**config.mk**
```make
export PLATFORM = sky130hd
export DESIGN_NAME = moore_pattern_detector_flat
export DESIGN_NICKNAME = d
export VERILOG_FILES = /design/src/rtl/moore_pattern_detector_pkg.sv /design/src/rtl/moore_pattern_detector_if.sv /design/src/rtl/moore_pattern_detector_sat_counter.sv /design/src/rtl/moore_pattern_detector.sv /design/src/flat_wrapper.sv
export SDC_FILE = /design/constraint.sdc
export NUM_CORES = 1
export LEC_CHECK = 0
export ABC_AREA = 1
export BUFFER_PORTS_ARGS = -buffer_cell sky130_fd_sc_hd__buf_2
export CAP_MARGIN = 25
export CORE_MARGIN = 8
export CORE_UTILIZATION = 25
export CTS_BUF_LIST = sky130_fd_sc_hd__clkbuf_16
export DETAILED_ROUTE_END_ITERATION = 7
export PLACE_DENSITY_LB_ADDON = 0.25
export SLEW_MARGIN = 25
export SYNTH_ARGS = -nofsm -noshare
export SYNTH_HDL_FRONTEND = slang
export SYNTH_SLANG_ARGS = --single-unit
export TNS_END_PERCENT = 20
```
**constraint.sdc**
```tcl
create_clock -name clock -period 2.8 [get_ports clock]
set_clock_uncertainty 0.2 [all_clocks]
set_input_delay 0.42 -clock clock [delete_from_list [all_inputs] [get_ports clock]]
set_output_delay 0.42 -clock clock [all_outputs]
set_load 0.05 [all_outputs]
```
**src/rtl/moore_pattern_detector_pkg.sv**
```systemverilog
// Shared types and defaults for moore_pattern_detector.
package moore_pattern_detector_pkg;

  typedef enum logic [1:0] {
    FILL  = 2'd0,
    HUNT  = 2'd1,
    MATCH = 2'd2
  } state_e;

  localparam int PAT_LEN_DEF = 4;
  localparam int CNT_W_DEF   = 8;

endpackage

```
**src/rtl/moore_pattern_detector_if.sv**
```systemverilog
// Serial stream, pattern control and detect/count bus for moore_pattern_detector.
interface moore_pattern_detector_if
  import moore_pattern_detector_pkg::*;
#(
  parameter int PAT_LEN = PAT_LEN_DEF,
  parameter int CNT_W   = CNT_W_DEF
);
  logic               x;
  logic               valid;
  logic               load;
  logic [PAT_LEN-1:0] pattern;
  logic               overlap;
  logic               clear;
  logic               y;
  logic [CNT_W-1:0]   match_count;

  modport master (
    output x, valid, load, pattern, overlap, clear,
    input  y, match_count
  );

  modport slave (
    input  x, valid, load, pattern, overlap, clear,
    output y, match_count
  );
endinterface

```
**src/rtl/moore_pattern_detector_sat_counter.sv**
```systemverilog
// Saturating up-counter with synchronous clear; clear beats increment.
module sat_counter #(
  parameter int W = 8
) (
  input  logic         clock,
  input  logic         reset,
  input  logic         inc,
  input  logic         clr,
  output logic [W-1:0] q
);
  logic [W-1:0] cnt_q, cnt_d;

  always_comb begin
    cnt_d = cnt_q;
    if (clr)
      cnt_d = '0;
    else if (inc && (cnt_q != '1))
      cnt_d = cnt_q + W'(1);
  end

  always_ff @(posedge clock) begin
    if (!reset) cnt_q <= '0;
    else        cnt_q <= cnt_d;
  end

  assign q = cnt_q;
endmodule

```
**src/rtl/moore_pattern_detector.sv**
```systemverilog
// Moore serial pattern detector with loadable pattern and overlap select.
// Match counter is built only when MATCH_COUNT_EN is defined.
module moore_pattern_detector
  import moore_pattern_detector_pkg::*;
#(
  parameter int PAT_LEN = PAT_LEN_DEF,
  parameter int CNT_W   = CNT_W_DEF
) (
  input  logic                      clock,
  input  logic                      reset,
  moore_pattern_detector_if.slave   bus
);
  localparam int FILL_W = $clog2(PAT_LEN + 1);
  localparam logic [FILL_W-1:0] FILL_FULL = FILL_W'(PAT_LEN);

  state_e             state_q, state_d;
  logic [PAT_LEN-1:0] pat_q, pat_d;
  logic [PAT_LEN-1:0] hist_q, hist_d, hist_shift;
  logic [FILL_W-1:0]  fill_q, fill_d, fill_inc;
  logic               match_entry;

  always_ff @(posedge clock) begin
    if (!reset) begin
      state_q <= FILL;
      pat_q   <= '0;
      hist_q  <= '0;
      fill_q  <= '0;
    end else begin
      state_q <= state_d;
      pat_q   <= pat_d;
      hist_q  <= hist_d;
      fill_q  <= fill_d;
    end
  end

  // Next state is decided from the post-shift history and fill level.
  always_comb begin
    state_d     = state_q;
    pat_d       = pat_q;
    hist_d      = hist_q;
    fill_d      = fill_q;
    match_entry = 1'b0;
    hist_shift  = {hist_q[PAT_LEN-2:0], bus.x};
    fill_inc    = (fill_q == FILL_FULL) ? FILL_FULL : fill_q + FILL_W'(1);
    if (bus.load) begin
      pat_d   = bus.pattern;
      hist_d  = '0;
      fill_d  = '0;
      state_d = FILL;
    end else if (bus.valid) begin
      hist_d = hist_shift;
      if ((fill_inc == FILL_FULL) && (hist_shift == pat_q)) begin
        state_d     = MATCH;
        match_entry = 1'b1;
        fill_d      = bus.overlap ? FILL_FULL : '0;
      end else if (fill_inc == FILL_FULL) begin
        state_d = HUNT;
        fill_d  = FILL_FULL;
      end else begin
        state_d = FILL;
        fill_d  = fill_inc;
      end
    end
  end

  always_comb begin
    bus.y = (state_q == MATCH);
  end

`ifdef MATCH_COUNT_EN
  sat_counter #(.W(CNT_W)) u_match_cnt (
    .clock (clock),
    .reset (reset),
    .inc   (match_entry),
    .clr   (bus.clear),
    .q     (bus.match_count)
  );
`else
  logic [1:0] unused_cnt_inputs;
  assign unused_cnt_inputs = {bus.clear, match_entry};
  assign bus.match_count   = '0;
`endif

endmodule
```
**src/flat_wrapper.sv**
```systemverilog
// flat-port wrapper written by rule: the top's interface ports become plain ports
module moore_pattern_detector_flat import moore_pattern_detector_pkg::*;
#(
  parameter int PAT_LEN = PAT_LEN_DEF,
  parameter int CNT_W   = CNT_W_DEF
)
  (clock, reset, bus_x, bus_valid, bus_load, bus_pattern, bus_overlap, bus_clear, bus_y, bus_match_count);
  moore_pattern_detector_if #(.PAT_LEN(PAT_LEN), .CNT_W(CNT_W)) bus_i ();
  input  logic clock;
  input  logic reset;
  input wire logic [$bits(bus_i.x)-1:0] bus_x;
  input wire logic [$bits(bus_i.valid)-1:0] bus_valid;
  input wire logic [$bits(bus_i.load)-1:0] bus_load;
  input wire logic [$bits(bus_i.pattern)-1:0] bus_pattern;
  input wire logic [$bits(bus_i.overlap)-1:0] bus_overlap;
  input wire logic [$bits(bus_i.clear)-1:0] bus_clear;
  output wire logic [$bits(bus_i.y)-1:0] bus_y;
  output wire logic [$bits(bus_i.match_count)-1:0] bus_match_count;
  assign bus_i.x = bus_x;
  assign bus_i.valid = bus_valid;
  assign bus_i.load = bus_load;
  assign bus_i.pattern = bus_pattern;
  assign bus_i.overlap = bus_overlap;
  assign bus_i.clear = bus_clear;
  assign bus_y = bus_i.y;
  assign bus_match_count = bus_i.match_count;
  moore_pattern_detector #(.PAT_LEN(PAT_LEN), .CNT_W(CNT_W)) u_core (.clock(clock), .reset(reset), .bus(bus_i));
endmodule
```
* Word-level counts from Yosys, hierarchy flattened
Cells that the tools add are included.
Word-level totals: bits of input ports 11, flip-flop bits (word level) 12
Cells by class: bitwise gates (word level) 1, $add $sub $neg 1, reduce and logical (&&, ||, !) cells 2, equality and inequality tests 4, mux-type cells 6
Operator list (number):
- 3-bit 2-to-1 mux | 4
- 3-bit equality test, second input constant | 2
- 4-bit equality test | 1
- 3-bit by 1-bit adder with 3-bit output, second input constant | 1
- 2-bit equality test, second input constant | 1
- 2-bit 2-to-1 mux | 1
- 2-bit OR reduction | 1
- 1-bit logical AND | 1
- 1-bit 2-to-1 mux | 1
- 1-bit NOT | 1

* Longest topological paths before layout
Gate-level depths: netlist of the first run.
word-level depth 5, depth in mapped cells 9, gate-level depth less buffers 9

* Worst setup path before layout of the first run
No wires, ideal clock.
path type register to output, start point reg u_core.state_q[1], end point out bus_y, setup slack 1.201 ns, data arrival time 0.979 ns, stages on the path, launching flop included 3, cells stage by stage dfxtp_1 inv_1 nor2_1
Between the ends: cells in the longest elaborated chain, start to end 1
Ends and longest elaborated chain:
- from (decl) | line moore_pattern_detector.sv:16 | state_e state_q, state_d;
- from (signal assigned) | line moore_pattern_detector.sv:29 | state_q <= state_d;
- 2-bit equality test | line moore_pattern_detector.sv:67 | bus.y = (state_q == MATCH);
- to (decl) | line flat_wrapper.sv:17 | output wire logic [$bits(bus_i.y)-1:0] bus_y;
No other way between the ends.

* Worst setup path in the final report of the first run
start point reg u_core.fill_q[0], end point reg u_core.fill_q[2]
Between the ends: cells in the longest elaborated chain, start to end 5, elaborated cells on any way between the ends 7, those cells by class add/sub (1); eq/ne (2); mux (3); reduce/logical (1)
Ends and longest elaborated chain:
- from (decl) | line moore_pattern_detector.sv:19 | logic [FILL_W-1:0] fill_q, fill_d, fill_inc;
- from (signal assigned) | line moore_pattern_detector.sv:32 | fill_q <= fill_d;
- 3-bit by 1-bit adder with 3-bit output / 3-bit equality test (equally long branches) | line moore_pattern_detector.sv:44 | fill_inc = (fill_q == FILL_FULL) ? FILL_FULL : fill_q + FILL_W'(1);
- 3-bit 2-to-1 mux (*) | line moore_pattern_detector.sv:44
- 3-bit equality test | line moore_pattern_detector.sv:52, moore_pattern_detector.sv:56
- 3-bit 2-to-1 mux / 1-bit logical AND (equally long branches) | line moore_pattern_detector.sv:56, moore_pattern_detector.sv:52
- 3-bit 2-to-1 mux (*) | line moore_pattern_detector.sv:52 | if ((fill_inc == FILL_FULL) && (hist_shift == pat_q)) begin
Every way passes the cells marked *; elsewhere a longest branch is shown, timed or not. A chain may end at the register's enable or synchronous reset.

==> results by group, run 1 <==
Layout
  • Area delta synth->final: 19.2%
  • Layout cell share with drive strength beyond 1: 0.200
  • Nets: 119
  • Final instance area: 791 µm²
  • ANT cells: 0

Run
  • Max Cap Viol: 0

Yosys
  • Post-synth cell types: 17
  • Synth area leaders: dfxtp_1, nand2_1, buf_4, inv_1, o21ai_0
  • Post-Synthesis Cells: 93
  • Commonest cells post-synth: nand2_1, inv_1, dfxtp_1
  • Avg Cell Area, Syn: 7.13 µm²
  • Register area share after synthesis: 0.362
  • Synth async-reset ratio: 0
  • Post-synth top area cell: dfxtp_1
  • Ys flop type: dfxtp_1
  • Most instantiated library cell after synthesis: nand2_1
  • Number of flops mapped to enable cells by yosys: 0
  • Post-synth top area share: 0.362
  • Syn. warnings: 0
  • Mapped Area: 663 µm²
  • Number of synthesized register bits: 12

Global route
  • Total track usage: 0.0653
  • Largest net degree at the start of global routing: 15
  • Vias in the first global route: 558
  • First-pass GRT wire length: 2310 µm
  • GRT Residual Overflow: 0
  • Antenna violations before repair: 0

Worst setup path
  • Critical path origin: u_core.fill_q[0]
  • CP required: 2.72 ns
  • Startpoint of the worst register-to-register path: u_core.fill_q[0]
  • Setup CP Type: reg2reg
  • Worst Setup End Kind: flop
  • CP Launch Type: flop
  • Crit Path Max Fanout: 3
  • CP arrival: 1.48 ns

Placed design
  • Place WS: 1.27 ns
  • Final RePlAce weighted congestion: 0.703
  • IO buf count: 10
  • Placed Area: 712 µm²
  • Hpwl dp: 994 µm

Clocking
  • Clk buf depth: 2
  • Hold-fix buffers at CTS: 0
  • Clock root buffer: clkbuf_16
  • Worst-Skew Late Latency: 0.24 ns
  • CTS Buf Count: 3
  • TritonCTS Sinks: 12
  • Post-CTS setup repair buffer count: 0
  • TritonCTS clock tree: done
  • Clock-pin slew on the worst setup and hold paths: 0.05 ns
  • Resize count post-CTS: 0
  • CTS HTree Levels: 1

STA
  • Min Hold Slack: 0.217 ns
  • Fin. max-slew vios: 0
  • Highest clock rate: 0.643 GHz
  • RSZ-0062 raised after global routing: no
  • Final hold violations: 0
  • Post-route setup TNS: 0 ns
  • Final worst slack: 1.25 ns
  • Min Clock Period, post-route: 1.55 ns
  • Final setup viols: 0
  • Final period utilization: 0.555

Floorplan
  • Die Footprint: 4560 µm²
  • Chip Width: 67.5 µm
  • Core area: 2500 µm²
  • Die Height: 67.5 µm
  • Starting Density: 0.265
  • I/O Pins: 20
  • # rows: 18

Power and ir drop
  • Worst VDD drop: 0.512 mV
  • Leak: 0.000375 µW
  • PwrDens: 653 nW/µm²

Detailed routing
  • Final wirelength: 1270 µm
  • Vias: 537
  • Router iterations before antenna repair: 3
  • Via/cell ratio: 3.98
  • Initial DRC Count: 20
  • Antenna Nets Post-Route: 0
  • # DRC: 0
  • DR WL/cell: 9.41 µm

Hold path
  • Hold_sp: bus_pattern[2]
  • Worst Hold Class: in2reg

Outcome
  • Outcome: finished clean
kinds of logic after synthesis:
| family | share of synthesized area |
|---|---|
| AOI/OAI and AO/OA | 0.160 |
| xor gates and xnor gates | 0.0264 |
| adders and majority gates | 0.0377 |
| buffers and inverters | 0.189 |
| DFF | 0.362 |
| other | 0.00565 |
| and+or+nand+nor | 0.219 |
worst max-delay path, cell delays in order (launching register included):
cell	delay (ns)
dfxtp_1	0.35
inv_1	0.07
ha_1	0.29
inv_1	0.07
nand2_1	0.06
nor2_2	0.17
nand3_2	0.08
nand2_1	0.08
a21oi_2	0.05
metrics by stage:
stage | util | instances | power [µW]
2_1_floorplan | - | 100 | 251
3_3_place_gp | 0.285 | 131 | 256
3_5_place_dp | 0.285 | 131 | 258
4_1_cts | 0.316 | 135 | 522
5_1_grt | 0.316 | 135 | 540
6_report | 0.316 | 135 | 516
layout by cell type, fill, tap and decap left out, drive strengths merged:
cell | synthesis | final
a211oi | 1 | 1
a21oi | 8 | 8
buf | 9 | 10
clkbuf | 0 | 3
clkinv | 0 | 1
conb | 1 | 8
dfxtp | 12 | 12
ha | 2 | 2
inv | 16 | 16
nand2 | 20 | 20
nand3 | 1 | 1
nor2 | 12 | 12
o211ai | 1 | 1
o21ai | 8 | 8
xnor2 | 2 | 2
worst paths after layout:
check / to / slack [ns] / cells past startpoint
setup / recovery: u_core.fill_q[2] / 1.25 / 8
hold / removal: u_core.pat_q[2] / 0.22 / 3
setup reg to reg: u_core.fill_q[2] / 1.25 / 8
hold reg to reg: u_core.pat_q[0] / 0.27 / 2
power breakdown:
group,internal (µW),total [µW],switching [µW]
combinational,18.2,71.2,53.0
sequential,179,184,4.55
clock,188,262,73.6
total,385,516,131
cell type report:
class	instances	area [µm²]
clock buffer	3	75.1
clock inverter	1	3.75
fill	280	1710
inverter	16	60.1
multi-input combinational	63	324
sequential	12	240
tap	30	37.5
timing repair buffer	10	50.0
registers in the layout (all words and copies together) (netlist names):
register        cells
u_core.fill_q       3
u_core.state_q      2
u_core.pat_q        4
u_core.hist_q       3
metal layers:
layer | track usage | part of all wire
met2 | 0.117 | 0.48
met5 | 0 | 0
met1 | 0.0657 | 0.46
met3 | 0.0331 | 0.064
met4 | 0.0157 | 0
Power figures use the tool's default switching activity.
==> run 2: changes to the inputs <==
--- a/config.mk
+++ b/config.mk
@@ -5,7 +5,7 @@
 export SDC_FILE = /design/constraint.sdc
 export NUM_CORES = 1
 export LEC_CHECK = 0
-export ABC_AREA = 1
+export ABC_AREA = 0
 export BUFFER_PORTS_ARGS = -buffer_cell sky130_fd_sc_hd__buf_2
 export CAP_MARGIN = 25
 export CORE_MARGIN = 8
==> constraint.sdc (replaced) <==
create_clock -name clock -period 1.3 [get_ports clock]
set_clock_uncertainty 0.2 [all_clocks]
set_input_delay 0.195 -clock clock [delete_from_list [all_inputs] [get_ports clock]]
set_output_delay 0.195 -clock clock [all_outputs]
set_load 0.05 [all_outputs]
==> run 2 against run 1 <==
The run now ends with negative setup slack left. Critical path depth decreased by 3. Utilization increased by 3.3 points. Cell count decreased by 15%. Wire length increased by 0.87%. Synthesized cell count decreased by 25%. Highest routed layer unchanged.
==> results by group, run 2 <==
Detailed routing
  • Final wirelength: 1280 µm
  • Initial DRC Count: 13
  • Router iterations before antenna repair: 4
  • # DRC: 0
  • DR WL/cell: 11.1 µm
  • Via/cell ratio: 4.23
  • Antenna Nets Post-Route: 0
  • Vias: 486

STA
  • Final worst slack: -0.134 ns
  • Final hold violations: 0
  • Min Hold Slack: 0.0147 ns
  • Min Clock Period, post-route: 1.43 ns
  • Final period utilization: 1.10
  • Highest clock rate: 0.697 GHz
  • RSZ-0062 raised after global routing: yes
  • Final setup viols: 3
  • Fin. max-slew vios: 0

Clocking
  • CTS Buf Count: 3
  • Clock root buffer: clkbuf_16
  • Clk buf depth: 2
  • Worst-Skew Late Latency: 0.23 ns
  • Post-CTS setup repair buffer count: 0
  • CTS HTree Levels: 1
  • TritonCTS clock tree: done
  • Hold-fix buffers at CTS: 0
  • TritonCTS Sinks: 12
  • Clock-pin slew on the worst setup and hold paths: 0.04 ns

Power and ir drop
  • Overall power: 1080 µW
  • Worst VDD drop: 0.616 mV
  • Leak: 0.000362 µW
  • PwrDens: 1240 nW/µm²

Worst setup path
  • Critical path's slowest cell: dfxtp_2
  • Setup CP Type: reg2reg
  • CP Launch Type: flop
  • Crit Path Max Fanout: 3
  • Worst-case reg-to-reg path depth: 5
  • CP Cell Sequence: ha_4 > nand2b_4 > a31o_4 > nor3b_2 > a31o_1
  • CP required: 1.28 ns
  • CP arrival: 1.41 ns
  • Worst Setup End Kind: flop
  • R2R Setup Slk: -0.13 ns
  • Slowest stage delay, CP: 0.33 ns

Yosys
  • Post-synth cell types: 21
  • Post-synth top area share: 0.361
  • Number of flops mapped to enable cells by yosys: 0
  • Syn. warnings: 0
  • Ys flop type: dfxtp_1
  • Synth async-reset ratio: 0
  • Synth area leaders: dfxtp_1, mux2i_1, buf_4, nor2b_1, xnor2_1
  • Most instantiated library cell after synthesis: dfxtp_1
  • Mapped Area: 666 µm²
  • Number of synthesized register bits: 12
  • Commonest cells post-synth: dfxtp_1, mux2i_1, buf_4, nor2b_1, nor2_1
  • Post-Synthesis Cells: 70
  • Register area share after synthesis: 0.361
  • Post-synth top area cell: dfxtp_1
  • Avg Cell Area, Syn: 9.51 µm²

Layout
  • Register area: 243 µm²
  • Biggest regs: u_core.pat_q: 4 flops, u_core.fill_q: 3 flops, u_core.hist_q: 3 flops
  • Layout cell share with drive strength beyond 1: 0.341
  • Commonest cells after routing, fill and taps aside: dfxtp_1, mux2i_1, buf_2, conb_1, buf_4
  • Largest register FFs: 4
  • Nets: 100
  • Area of the multi-input gates: 404 µm²
  • Final instance area: 872 µm²
  • Largest Register: u_core.pat_q
  • Fill cells: 262
  • Area delta synth->final: 31.0%
  • Core Util, Final: 0.349
  • Commonest non-fill, non-tap cell in the layout: dfxtp_1
  • ANT cells: 0

Floorplan
  • I/O Pins: 20
  • Die Height: 67.6 µm
  • # rows: 18
  • Chip Width: 67.6 µm
  • Die Footprint: 4570 µm²
  • Core area: 2500 µm²
  • Starting Density: 0.266

Outcome
  • Outcome: finished with violations
  • Violated checks: negative setup slack

Placed design
  • IO buf count: 10
  • Final RePlAce weighted congestion: 0.771
  • Placed Area: 762 µm²
  • Hpwl dp: 1030 µm

Run
  • Max Cap Viol: 0

Global route
  • Antenna violations before repair: 0
  • Total track usage: 0.0628
  • First-pass GRT wire length: 2260 µm
  • GRT Residual Overflow: 0
  • Vias in the first global route: 520
  • Largest net degree at the start of global routing: 13

Hold path
  • WHS Path Cells: 3
  • Worst Hold Class: in2reg
==> run 2: layer usage <==
metal	up-vias	GRT usage	wire length [µm]
met2	18	0.0911	529
met1	214	0.0774	613
met3	0	0.0265	139
met5	-	0	0
li1	254	-	-
met4	0	0.0313	0
==> run 2: area by class of cell <==
class	count	share of cell area
Clock buffer	3	0.0861
Tap cell	30	0.0430
Multi-Input combinational cell	51	0.463
Sequential cell	12	0.278
Inverter	3	0.0129
Timing Repair Buffer	16	0.116
==> run 2: final timing paths <==
kind                    startpoint                end
setup reg to reg  u_core.fill_q[1]  u_core.state_q[0]
hold reg to reg    u_core.pat_q[1]    u_core.pat_q[1]
setup / recovery  u_core.fill_q[1]  u_core.state_q[0]
hold / removal      bus_pattern[2]    u_core.pat_q[2]
==> run 2: worst max-delay path: cells and delay by family (launching register included) <==
kind	cells	cell delay (ns)
fa+ha+maj	1	0.16
simple gates	2	0.29
flops	1	0.33
compound gates	2	0.39
==> run 2: timing repair <==
action | 4_1_cts | 5_1_grt
endpoints found under the setup margin | 4 | 3
hold endpoints to repair | 0 | 0
resized for setup | 7 | 2
pin swaps | 4 | 0
==> run 2: metrics by stage <==
| step | std cells | setup slack (ns) | setup TNS (ns) |
|---|---|---|---|
| final | 115 | -0.134 | -0.351 |
| after global routing | 115 | -0.217 | -0.597 |
| after CTS | 115 | -0.140 | -0.407 |
| after detailed placement | 112 | -0.197 | -0.548 |
| after global placement | 112 | -0.176 | -0.488 |
| after floorplan | 77 | -0.108 | -0.397 |
==> run 2: logic make-up (layout without fill, tap and decap cells) <==
| group | count (synthesis) | after routing | synth area share |
|---|---|---|---|
| simple gates | 19 | 19 | 0.169 |
| flops | 12 | 12 | 0.361 |
| other cells | 1 | 8 | 0.00563 |
| mux | 9 | 9 | 0.135 |
| fa+ha+maj | 2 | 2 | 0.0376 |
| buf+inv | 14 | 22 | 0.139 |
| compound gates | 9 | 9 | 0.0996 |
| xor+xnor | 4 | 4 | 0.0526 |
==> run 2: power breakdown <==
group,internal [µW],switching [µW]
registers,381,8.02
logic,48.8,97.1
clock network,399,146
total,829,251
==> run 3: changes to the inputs <==
--- a/config.mk
+++ b/config.mk
@@ -8,6 +8,8 @@
 export ABC_AREA = 0
 export BUFFER_PORTS_ARGS = -buffer_cell sky130_fd_sc_hd__buf_2
 export CAP_MARGIN = 25
+export CELL_PAD_IN_SITES_DETAIL_PLACEMENT = 0
+export CELL_PAD_IN_SITES_GLOBAL_PLACEMENT = 1
 export CORE_MARGIN = 8
 export CORE_UTILIZATION = 25
 export CTS_BUF_LIST = sky130_fd_sc_hd__clkbuf_16
==> run 3 against run 2 <==
The flow still finishes with violations (negative setup slack). Sequential share of layout area is essentially flat. Die area is the same. Highest routed layer is now met4. Hold slack lost 0.0023 ns. Critical path depth is the same.
==> results by group, run 3 (synthesis gave the netlist of run 2 again) <==
Power and ir drop
  • Worst VDD drop: 1.15 mV
  • PwrDens: 1260 nW/µm²
  • Leak: 0.000368 µW

Global route
  • Total track usage: 0.0634
  • Largest net degree at the start of global routing: 13
  • First-pass GRT wire length: 2240 µm
  • Vias in the first global route: 518
  • GRT Residual Overflow: 0
  • Antenna violations before repair: 0

Clocking
  • TritonCTS Sinks: 12
  • TritonCTS clock tree: done
  • CTS HTree Levels: 1
  • Clk buf depth: 2
  • Hold-fix buffers at CTS: 0
  • Post-CTS setup repair buffer count: 0
  • Clock root buffer: clkbuf_16
  • CTS Buf Count: 3
  • Clock-pin slew on the worst setup and hold paths: 0.04 ns
  • Worst-Skew Late Latency: 0.24 ns

Worst setup path
  • Worst Setup End Kind: flop
  • Setup CP Type: reg2reg
  • CP Launch Type: flop
  • Setup crit end: u_core.fill_q[2]
  • Critical path origin: u_core.fill_q[0]
  • Crit Path Max Fanout: 4
  • CP arrival: 1.33 ns
  • R2R Setup Slk: -0.12 ns
  • Startpoint of the worst register-to-register path: u_core.fill_q[0]
  • CP required: 1.21 ns
  • Worst-case reg-to-reg path depth: 5
  • Crit Reg-Reg Endpoint: u_core.fill_q[2]

Layout
  • Commonest cells after routing, fill and taps aside: dfxtp_1, mux2i_1, buf_2, conb_1, buf_4
  • Fill cells: 272
  • Nets: 101
  • Layout cell share with drive strength beyond 1: 0.333
  • Commonest non-fill, non-tap cell in the layout: dfxtp_1
  • Largest register FFs: 4
  • Core Util, Final: 0.348
  • Biggest regs: u_core.pat_q: 4 flops, u_core.fill_q: 3 flops, u_core.hist_q: 3 flops
  • ANT cells: 0
  • Largest Register: u_core.pat_q
  • Area delta synth->final: 30.8%

STA
  • Final worst slack: -0.121 ns
  • Fin. max-slew vios: 0
  • Final period utilization: 1.09
  • RSZ-0062 raised after global routing: yes
  • Min Hold Slack: 0.0124 ns
  • Final hold violations: 0
  • Min Clock Period, post-route: 1.42 ns
  • Final setup viols: 3
  • Highest clock rate: 0.704 GHz

Floorplan
  • Die Height: 67.6 µm
  • Die Footprint: 4570 µm²
  • Core area: 2500 µm²
  • I/O Pins: 20
  • Chip Width: 67.6 µm
  • # rows: 18
  • Starting Density: 0.266

Detailed routing
  • DR WL/cell: 10.9 µm
  • Final wirelength: 1280 µm
  • Vias: 492
  • # DRC: 0
  • Initial DRC Count: 27
  • Via/cell ratio: 4.21
  • Antenna Nets Post-Route: 0
  • Router iterations before antenna repair: 3

Placed design
  • Hpwl dp: 1040 µm
  • Final RePlAce weighted congestion: 0.692
  • IO buf count: 10

Hold path
  • Worst Hold Class: in2reg

Outcome
  • Violated checks: negative setup slack
  • Outcome: finished with violations

Run
  • Max Cap Viol: 0
run 3: changes by cell type in the layout (fill, tap and decap cells not counted), sizes merged:
cell	delta
buf	+1
clkinv	+1
run 3: timing repair:
item                                   4_1_cts  5_1_grt
pin swaps                                    3        1
resized for setup                            6        0
endpoints found under the hold margin        0        0
setup endpoints to repair                    4        4
run 3: metal layers:
metal | track usage | wire, µm
met1 | 0.0707 | 599
met2 | 0.102 | 570
met3 | 0.0315 | 100
met4 | 0.0235 | 8
met5 | 0 | 0
run 3: how the worst min path moves through the flow:
stage / cells past startpoint / end / startpoint
2_1_floorplan: 1 / u_core.pat_q[0] / reset
4_1_cts: 3 / u_core.pat_q[3] / bus_pattern[3]
3_5_place_dp: 3 / u_core.pat_q[3] / bus_pattern[3]
3_3_place_gp: 3 / u_core.pat_q[2] / bus_pattern[2]
6_report: 3 / u_core.pat_q[3] / bus_pattern[3]
5_1_grt: 3 / u_core.pat_q[1] / bus_pattern[1]
run 3: cell type report:
class,count,area (µm²),area share
Tap cell,30,37.5,0.0431
Inverter,3,11.3,0.0129
Clock inverter,1,3.75,0.00431
Clock buffer,3,75.1,0.0862
Timing Repair Buffer,17,105,0.121
Multi-Input combinational cell,51,395,0.454
Sequential cell,12,243,0.279
run 3: worst max-delay path: stages, from the launching register on:
cell	delay, ns
dfxtp_2	0.33
ha_4	0.16
nand2b_4	0.13
a31o_4	0.24
nor3_2	0.13
o32ai_1	0.09
run 3: power by group:
group	leakage, µW	internal, µW	total (µW)	switching (µW)
Clock	0.0000385	405	561	156
Sequential	0.0000986	381	389	8.52
Combinational	0.000230	50.6	144	93.8
Total	0.000368	836	1090	259
run 3: stage by stage:
step	instance area (µm²)	setup TNS (ns)	std cells	total power (µW)	setup WS (ns)
6_report	871	-0.359	117	1090	-0.121
5_1_grt	871	-0.553	117	1140	-0.181
4_1_cts	871	-0.394	117	1120	-0.133
3_5_place_dp	769	-0.545	113	538	-0.201
3_3_place_gp	769	-0.498	113	535	-0.179
2_1_floorplan	711	-0.397	77	523	-0.108
